$ cat config.mk
export PLATFORM = sky130hd
export DESIGN_NAME = srf_write_arbiter
export DESIGN_NICKNAME = d
export VERILOG_FILES = /design/src/rtl/srf_write_arbiter.sv
export SDC_FILE = /design/constraint.sdc
export NUM_CORES = 1
export LEC_CHECK = 0
export ABC_AREA = 1
export BUFFER_PORTS_ARGS = -buffer_cell sky130_fd_sc_hd__buf_2
export CAP_MARGIN = 10
export CORE_AREA = 2 2 221 223
export DETAILED_ROUTE_END_ITERATION = 10
export DIE_AREA = 0 0 223 225
export GPL_TIMING_DRIVEN = 0
export SLEW_MARGIN = 10
export SYNTH_ARGS = -nofsm -noshare
export SYNTH_HDL_FRONTEND = slang
export SYNTH_SLANG_ARGS = --single-unit
$ cat constraint.sdc
create_clock -name clk -period 2.2 [get_ports clk]
set_input_delay 0.33 -clock clk [delete_from_list [all_inputs] [get_ports clk]]
set_output_delay 0.33 -clock clk [all_outputs]
set_load 0.02 [all_outputs]
$ cat src/rtl/srf_write_arbiter.sv
// Round-robin owner of the single SRF write port: one grant covers a whole
// vector transfer of 1..NUM_TILES_PER_SLICE beats, then the pointer rotates.
module srf_write_arbiter #(
    parameter int NUM_REQ             = 3,
    parameter int NUM_STREAM_ID       = 5,
    parameter int NUM_VECTORS         = 5,
    parameter int MIN_VEC_LENGTH      = 16,
    parameter int NUM_TILES_PER_SLICE = 20,
    parameter int DATA_WIDTH          = 8 * MIN_VEC_LENGTH,
    parameter int GW                  = (NUM_REQ > 1) ? $clog2(NUM_REQ) : 1
) (
    input  logic                              clk,
    input  logic                              rst,
    input  logic [NUM_REQ-1:0]                req_valid,
    input  logic [NUM_REQ*NUM_STREAM_ID-1:0]  req_stream,
    input  logic [NUM_REQ*NUM_VECTORS-1:0]    req_length,
    input  logic [NUM_REQ*DATA_WIDTH-1:0]     req_data,
    output logic [NUM_REQ-1:0]                req_ready,
    output logic                              srf_write_enable,
    output logic [NUM_STREAM_ID-1:0]          srf_write_stream,
    output logic [DATA_WIDTH-1:0]             srf_write_data,
    output logic [GW-1:0]                     grant_id,
    output logic                              busy,
    output logic                              burst_done
);

    typedef enum logic {IDLE, BURST} state_t;

    state_t                   state_q, state_d;
    logic [GW-1:0]            ptr_q, ptr_d;
    logic [GW-1:0]            grant_q, grant_d;
    logic [NUM_STREAM_ID-1:0] stream_q, stream_d;
    logic [NUM_VECTORS-1:0]   beats_q, beats_d;
    logic                     we_q, we_d;
    logic                     done_q, done_d;
    logic [DATA_WIDTH-1:0]    data_q, data_d;

    logic [NUM_STREAM_ID-1:0] stream_arr [NUM_REQ];
    logic [NUM_VECTORS-1:0]   len_arr    [NUM_REQ];
    logic [DATA_WIDTH-1:0]    data_arr   [NUM_REQ];

    logic          found;
    logic [GW-1:0] pick;
    int            idx;

    for (genvar gi = 0; gi < NUM_REQ; gi++) begin : g_slice
        assign stream_arr[gi] = req_stream[gi*NUM_STREAM_ID +: NUM_STREAM_ID];
        assign len_arr[gi]    = req_length[gi*NUM_VECTORS +: NUM_VECTORS];
        assign data_arr[gi]   = req_data[gi*DATA_WIDTH +: DATA_WIDTH];
        // Ready is forced low while reset is asserted, even mid-burst.
        assign req_ready[gi]  = !rst && (state_q == BURST) && (grant_q == GW'(gi));
    end

    function automatic logic [NUM_VECTORS-1:0] eff_len(input logic [NUM_VECTORS-1:0] len);
        if (len == '0)
            return NUM_VECTORS'(1);
        else if (len > NUM_VECTORS'(NUM_TILES_PER_SLICE))
            return NUM_VECTORS'(NUM_TILES_PER_SLICE);
        else
            return len;
    endfunction

    // First valid requester at or after the round-robin pointer.
    always_comb begin
        found = 1'b0;
        pick  = '0;
        idx   = 0;
        for (int k = 0; k < NUM_REQ; k++) begin
            idx = (int'(ptr_q) + k) % NUM_REQ;
            if (!found && req_valid[idx]) begin
                found = 1'b1;
                pick  = GW'(idx);
            end
        end
    end

    always_comb begin
        state_d  = state_q;
        ptr_d    = ptr_q;
        grant_d  = grant_q;
        stream_d = stream_q;
        beats_d  = beats_q;
        we_d     = 1'b0;
        done_d   = 1'b0;
        data_d   = data_q;
        case (state_q)
            IDLE: begin
                if (found) begin
                    grant_d  = pick;
                    stream_d = stream_arr[pick];
                    beats_d  = eff_len(len_arr[pick]);
                    state_d  = BURST;
                end
            end
            BURST: begin
                if (req_valid[grant_q]) begin
                    we_d   = 1'b1;
                    data_d = data_arr[grant_q];
                    if (beats_q == NUM_VECTORS'(1)) begin
                        done_d  = 1'b1;
                        state_d = IDLE;
                        ptr_d   = (grant_q == GW'(NUM_REQ - 1)) ? '0 : grant_q + GW'(1);
                    end else begin
                        beats_d = beats_q - NUM_VECTORS'(1);
                    end
                end
            end
            default: state_d = IDLE;
        endcase
    end

    always_ff @(posedge clk) begin
        if (rst) begin
            state_q  <= IDLE;
            ptr_q    <= '0;
            grant_q  <= '0;
            stream_q <= '0;
            beats_q  <= '0;
            we_q     <= 1'b0;
            done_q   <= 1'b0;
            data_q   <= '0;
        end else begin
            state_q  <= state_d;
            ptr_q    <= ptr_d;
            grant_q  <= grant_d;
            stream_q <= stream_d;
            beats_q  <= beats_d;
            we_q     <= we_d;
            done_q   <= done_d;
            data_q   <= data_d;
        end
    end

    assign srf_write_enable = we_q;
    assign srf_write_stream = stream_q;
    assign srf_write_data   = data_q;
    assign grant_id         = grant_q;
    assign busy             = (state_q == BURST);
    assign burst_done       = done_q;

endmodule
# --- After elaboration in Yosys (flattened, before gate mapping) ---
# Cells that the tools add are included.
totals:
  latch_bits: 0
  wordCells: 88
  in_bits: 419
  register_bits: 145
  ramBits: 0
  n_memories: 0
  output_inout_bits: 141
  rom_bits: 0
classes:
  n_bitwise: 4
  eq_ne: 6
  n_lt_le_gt_ge: 7
  mux: 39
  n_shift: 0
  div: 3
  reduce_logical: 17
  mul: 0
  n_addsub: 4
ops:
  columns: ["op", "n"]
  rows:
  - ["$bmux W128 S2", 1]
  - ["$mux W128", 2]
  - ["$lt A32 B4 Y1 const B", 3]
  - ["$mod A32 B3 Y32 const B", 2]
  - ["$mux W5", 9]
  - ["$mod A3 B3 Y32 const B", 1]
  - ["$bmux W5 S2", 2]
  - ["$mux W1", 15]
  - ["$pmux W5 S2", 1]
  - ["$bmux W1 S2", 4]
  - ["$mux W2", 4]
  - ["$ge A3 B3 Y1 const B", 2]
  - ["$logic_and A1 B1 Y1", 6]
  - ["$not A2 Y3", 2]
  - ["$reduce_and A3 Y1", 2]
  - ["$eq A5 B1 Y1 const B", 1]
  - ["$gt A5 B5 Y1 const B", 1]
  - ["$logic_not A5 Y1", 1]
  - ["$sub A5 B1 Y5 const B", 1]
  - ["$ne A2 B2 Y1 const B", 2]
  - ["$reduce_and A2 Y1", 2]
  - ["$add A2 B1 Y3 const B", 1]
  - ["$add A2 B2 Y3 const B", 1]
  - ["$logic_not A1 Y1", 3]
  - ["other kinds (10)", 11]

# --- Depth between registers and ports, before layout ---
depth:
  depth_word: 20
  mapped_depth: 21
  depth_no_buf: 20

# --- Worst setup path after synthesis ---
# OpenSTA, ideal clock, no wires.
synth_path:
  kind: "register to register"
  from: "reg ptr_q[0]"
  to: "reg beats_q[0]"
  path_stages_with_launch: 22
  setup_ns: 0.122
  period_less_slack_ns: 2.166
  required_ns: 2.078
  path_buffers: 2
  path_slack_ns: 0.034
  t_arrival_ns: 2.044
  cell_sequence: "dfxtp_1 > inv_1 > ha_1 > buf_6 > inv_2 > nand2_1 > nand3_1 > nand2_1 > nand2_2 > clkinv_2 > nand3_2 > nand2_4 > buf_12 > nand2_4 > nand3_2 > nand2_2 > nor2_2 > nand3_2 > nand3_1 > nand2_1 > nand2_1 > a21oi_2"
synth_via:
  elab_chain_len: 20
  word_cells_on_any_way: 36
  cone_classes: "add/sub (2); div (3); order compare (1); eq/ne (1); mux (22); bitwise (1); reduce/logical (6)"
synth_lines:
  columns: ["element", "line_no", "rtl"]
  rows:
  - ["start, declared", "30", "logic [GW-1:0] ptr_q, ptr_d;"]
  - ["start signal, assigned", "124", "ptr_q <= ptr_d;"]
  - ["branches (longest 20 deep; another with $mod A32 B3 Y32)", null, null]
  - ["end signal, assigned", "127", "beats_q <= beats_d;"]
  - ["end, declared", "33", "logic [NUM_VECTORS-1:0] beats_q, beats_d;"]
# Several ways; the timed one is not identified. The select of a mux whose other input is x is not followed.
# A chain may end at the register's enable or synchronous reset.

# --- Final worst setup path ---
layout_path:
  from: "reg ptr_q[0]"
  to: "reg beats_q[1]"
# The elaborated chain is that of the path after synthesis.

==> qor.yml <==
setup_path:
  endpoint_kind: "flop"
  critPathMaxStageDelay_ns: 0.37
  path_cells: "inv_4 > ha_4 > inv_4 > nand2_2 > nand3_2 > nand2_4 > nand2_4 > inv_4 > nand3_4 > buf_4 > nand3_1 > nand3_1 > nand2_2 > nand2_2 > nand3_2 > nand4_1 > a21oi_2"
  crit_family: "simple AND/OR/NAND/NOR gates"
  crit_buf_inv: 4
  crit_fanout: 6
  cp_slowest_cell: "dfxtp_4"
  worstSetupStartpointType: "flop"
  crit_required_ns: 2.62
  path_class: "reg2reg"
  worstPathArrival_ns: 2.66
placed_design:
  place.gp.congestion: 0.939
  io_buffer_count: 558
  placed_cells: 2273
  hpwl_um: 38600
  place_area_um2: 11400
clocking:
  clkLatencyLatePin_ns: 0.50
  htreeDepth: 4
  root_buffer: "clkbuf_16"
  clockBufferDepth: 2
  cts_tree: "done"
  path_clk_slew_ns: 0.06
  cts_buffers: 17
  cts_sinks: 145
  cts-hold-fix-buffers: 0
timing:
  finalCritPeriodShare_pct: 102
  worstMarginPinSlew_ns: 0.907
  setup_violations: 2
  fin_skew_ns: 0.0209
  setup_ws_ns: -0.0450
  final_hold_viol_count: 0
  fin_crit_ns: 2.25
  max_slew_margin_pct: 39.6
  fmax_mhz: 445
  finalMaxSlewViolations: 0
  rsz0062_at_grt: "true"
grt:
  grt_first_pass_wirelength_um: 69100
  antenna_found_initial: 7
  grt_pass1_vias: 11100
  grt_util_all_layers_pct: 18.8
  grt_max_degree: 20
  globalRouteOverflowTotal: 0
logic_synthesis:
  syn_inst: 1100
  synth_cell_type_count: 36
  seq_area_frac_synth_pct: 37.2
  async_reset_ff_share_pct: 0
  dominantRegCellSynth: "dfxtp_1"
  syn_nets: 1525
  ys_ff_latch: 145
  synth-edff-count: 0
  syn-cell-area_um2: 7810
  synth_area_per_cell_um2: 7.10
  ys_warn_count: 0
power:
  max-vdd-ir-drop_uv: 492
  powerDensity_nw_per_um2: 824
  p_leak_nw: 5.74
die:
  io-pin-count: 560
  initial_utilization_pct: 16.4
  core_um2: 47500
  dieArea_um2: 50200
  rows: 80
  die-height_um: 225
  fp.dieW_um: 223
cells_and_area:
  finalNetCount: 2114
  fin_area_um2: 12500
  syn_to_final_growth_pct: 59.9
  final_cells: 2317
  fillerInstances: 5264
  final_layout_size_suffix_gt1_share_pct: 43.0
status:
  violations: "setup timing"
  status: "finished with violations"
routing:
  vias_per_cell: 4.86
  drc_errors: 0
  drtIter0Drc: 760
  vias: 11300
  post_drt_wl_per_cell_um: 21.3
  wirelength_um: 49300
  firstDrtPassIters: 5
  ant_nets: 0
run:
  cap_violations: 0
hold_path:
  hold_path.class: "in2reg"
[what timing repair did]
action,in CTS,in global routing
resized for setup,94,54
pin swaps,7,15
setup endpoints to repair,145,111
hold endpoints to repair,0,0
buffers inserted,8,7
gates cloned,1,0
[final timing paths]
path                                          start                   to  slack (ns)  depth (start not counted)
worst min register to register  srf_write_stream[3]  srf_write_stream[3]        0.50                          2
worst max register to register             ptr_q[0]           beats_q[1]       -0.05                         17
worst min-delay path                   req_data[78]   srf_write_data[78]        0.12                          3
worst max-delay path                       ptr_q[0]           beats_q[1]       -0.05                         17
[flip-flops by register name, indices dropped and copies added (netlist names)]
name and cells:
grant_id 2, ptr_q 2, busy 1, srf_write_stream 5, burst_done 1, beats_q 5
srf_write_data 128, srf_write_enable 1
[metrics by stage]
stage               hold slack, ns  util [%]  worst slack [ns]  setup TNS, ns  total power [mW]
detailed placement           0.487      23.9             -1.12         -91.76              7.03
finish                       0.120      26.3           -0.0450        -0.0713              10.3
global route                 0.112      26.3            -0.173         -0.769              10.8
global placement             0.477      23.9             -1.05         -86.86              6.99
floorplan                    0.514         -            0.0343              0              5.26
CTS                          0.101      25.9           -0.0301        -0.0827              10.3
[routing by layer]
metal / routed length (um) / global-route usage, %
met1: 19800 / 22.7
met2: 23400 / 30.8
met3: 4340 / 5.70
met4: 1670 / 8.16
met5: 41 / 0
[cell type report]
type | instances | area, um^2 | area share, %
clock buffers | 19 | 443 | 3.55
clock inverters | 11 | 140 | 1.12
diodes | 2 | 5.00 | 0.0401
flip-flops and latches | 145 | 2910 | 23.3
inverters | 34 | 150 | 1.20
plain buffers | 100 | 616 | 4.93
well taps | 615 | 769 | 6.16
multi-input cells | 817 | 4510 | 36.1
repair buffers | 574 | 2950 | 23.6
[worst reg2reg max path: cells and delay by family (launching register included)]
| family | cells | cell delay [ns] |
|---|---|---|
| fa+ha+maj | 1 | 0.31 |
| simple gates | 11 | 1.00 |
| compound gates | 1 | 0.17 |
| buf+inv | 4 | 0.34 |
| flops | 1 | 0.37 |
[cell usage after synthesis, types with 2 or more instances]
library cell / instances / share of area (%)
nand2_4: 5 / 0.72
inv_1: 22 / 1.1
or2_2: 5 / 0.40
nand3_2: 7 / 0.90
clkbuf_1: 95 / 4.6
nand2_2: 9 / 0.72
buf_1: 2 / 0.096
o21ai_0: 136 / 8.7
dfxtp_1: 145 / 37
nand3_1: 152 / 9.7
ha_1: 6 / 0.96
o211ai_1: 5 / 0.48
nand3_4: 2 / 0.45
inv_2: 10 / 0.48
buf_4: 2 / 0.19
a21oi_1: 4 / 0.26
nand2_1: 314 / 15
nor2_1: 21 / 1.0
a31oi_1: 9 / 0.72
nand4_1: 3 / 0.24
buf_2: 3 / 0.19
a41oi_1: 128 / 14
o22ai_1: 2 / 0.16
[power breakdown]
| group | internal [mW] | switching, mW | total, mW |
|---|---|---|---|
| Combinational | 1.35 | 2.63 | 3.98 |
| Sequential | 3.03 | 0.231 | 3.26 |
| Clock | 1.78 | 1.27 | 3.06 |
[cells by family (layout without fill, tap and decap cells)]
family,after synthesis,in the layout,share of synthesized area (%)
AO/OA/AOI/OAI,289,289,25.2
adder cells (fa/ha/maj),6,6,0.961
flip-flops,145,145,37.2
XOR/XNOR,2,2,0.224
buffers and inverters,138,738,7.09
AND/OR/NAND/NOR,520,520,29.4
other,0,2,0
[placed cells by master, fill, tap and decap left out, types with 7 or more instances in the layout]
cell type	n
a31oi_1	8
a41oi_1	128
buf_2	556
buf_4	18
clkbuf_1	49
clkbuf_16	22
clkbuf_2	33
clkbuf_4	7
dfxtp_1	141
inv_1	20
inv_2	7
nand2_1	304
nand2_2	17
nand3_1	146
nand3_2	11
nor2_1	17
o21ai_0	136
(Power assumes the default switching activity.)
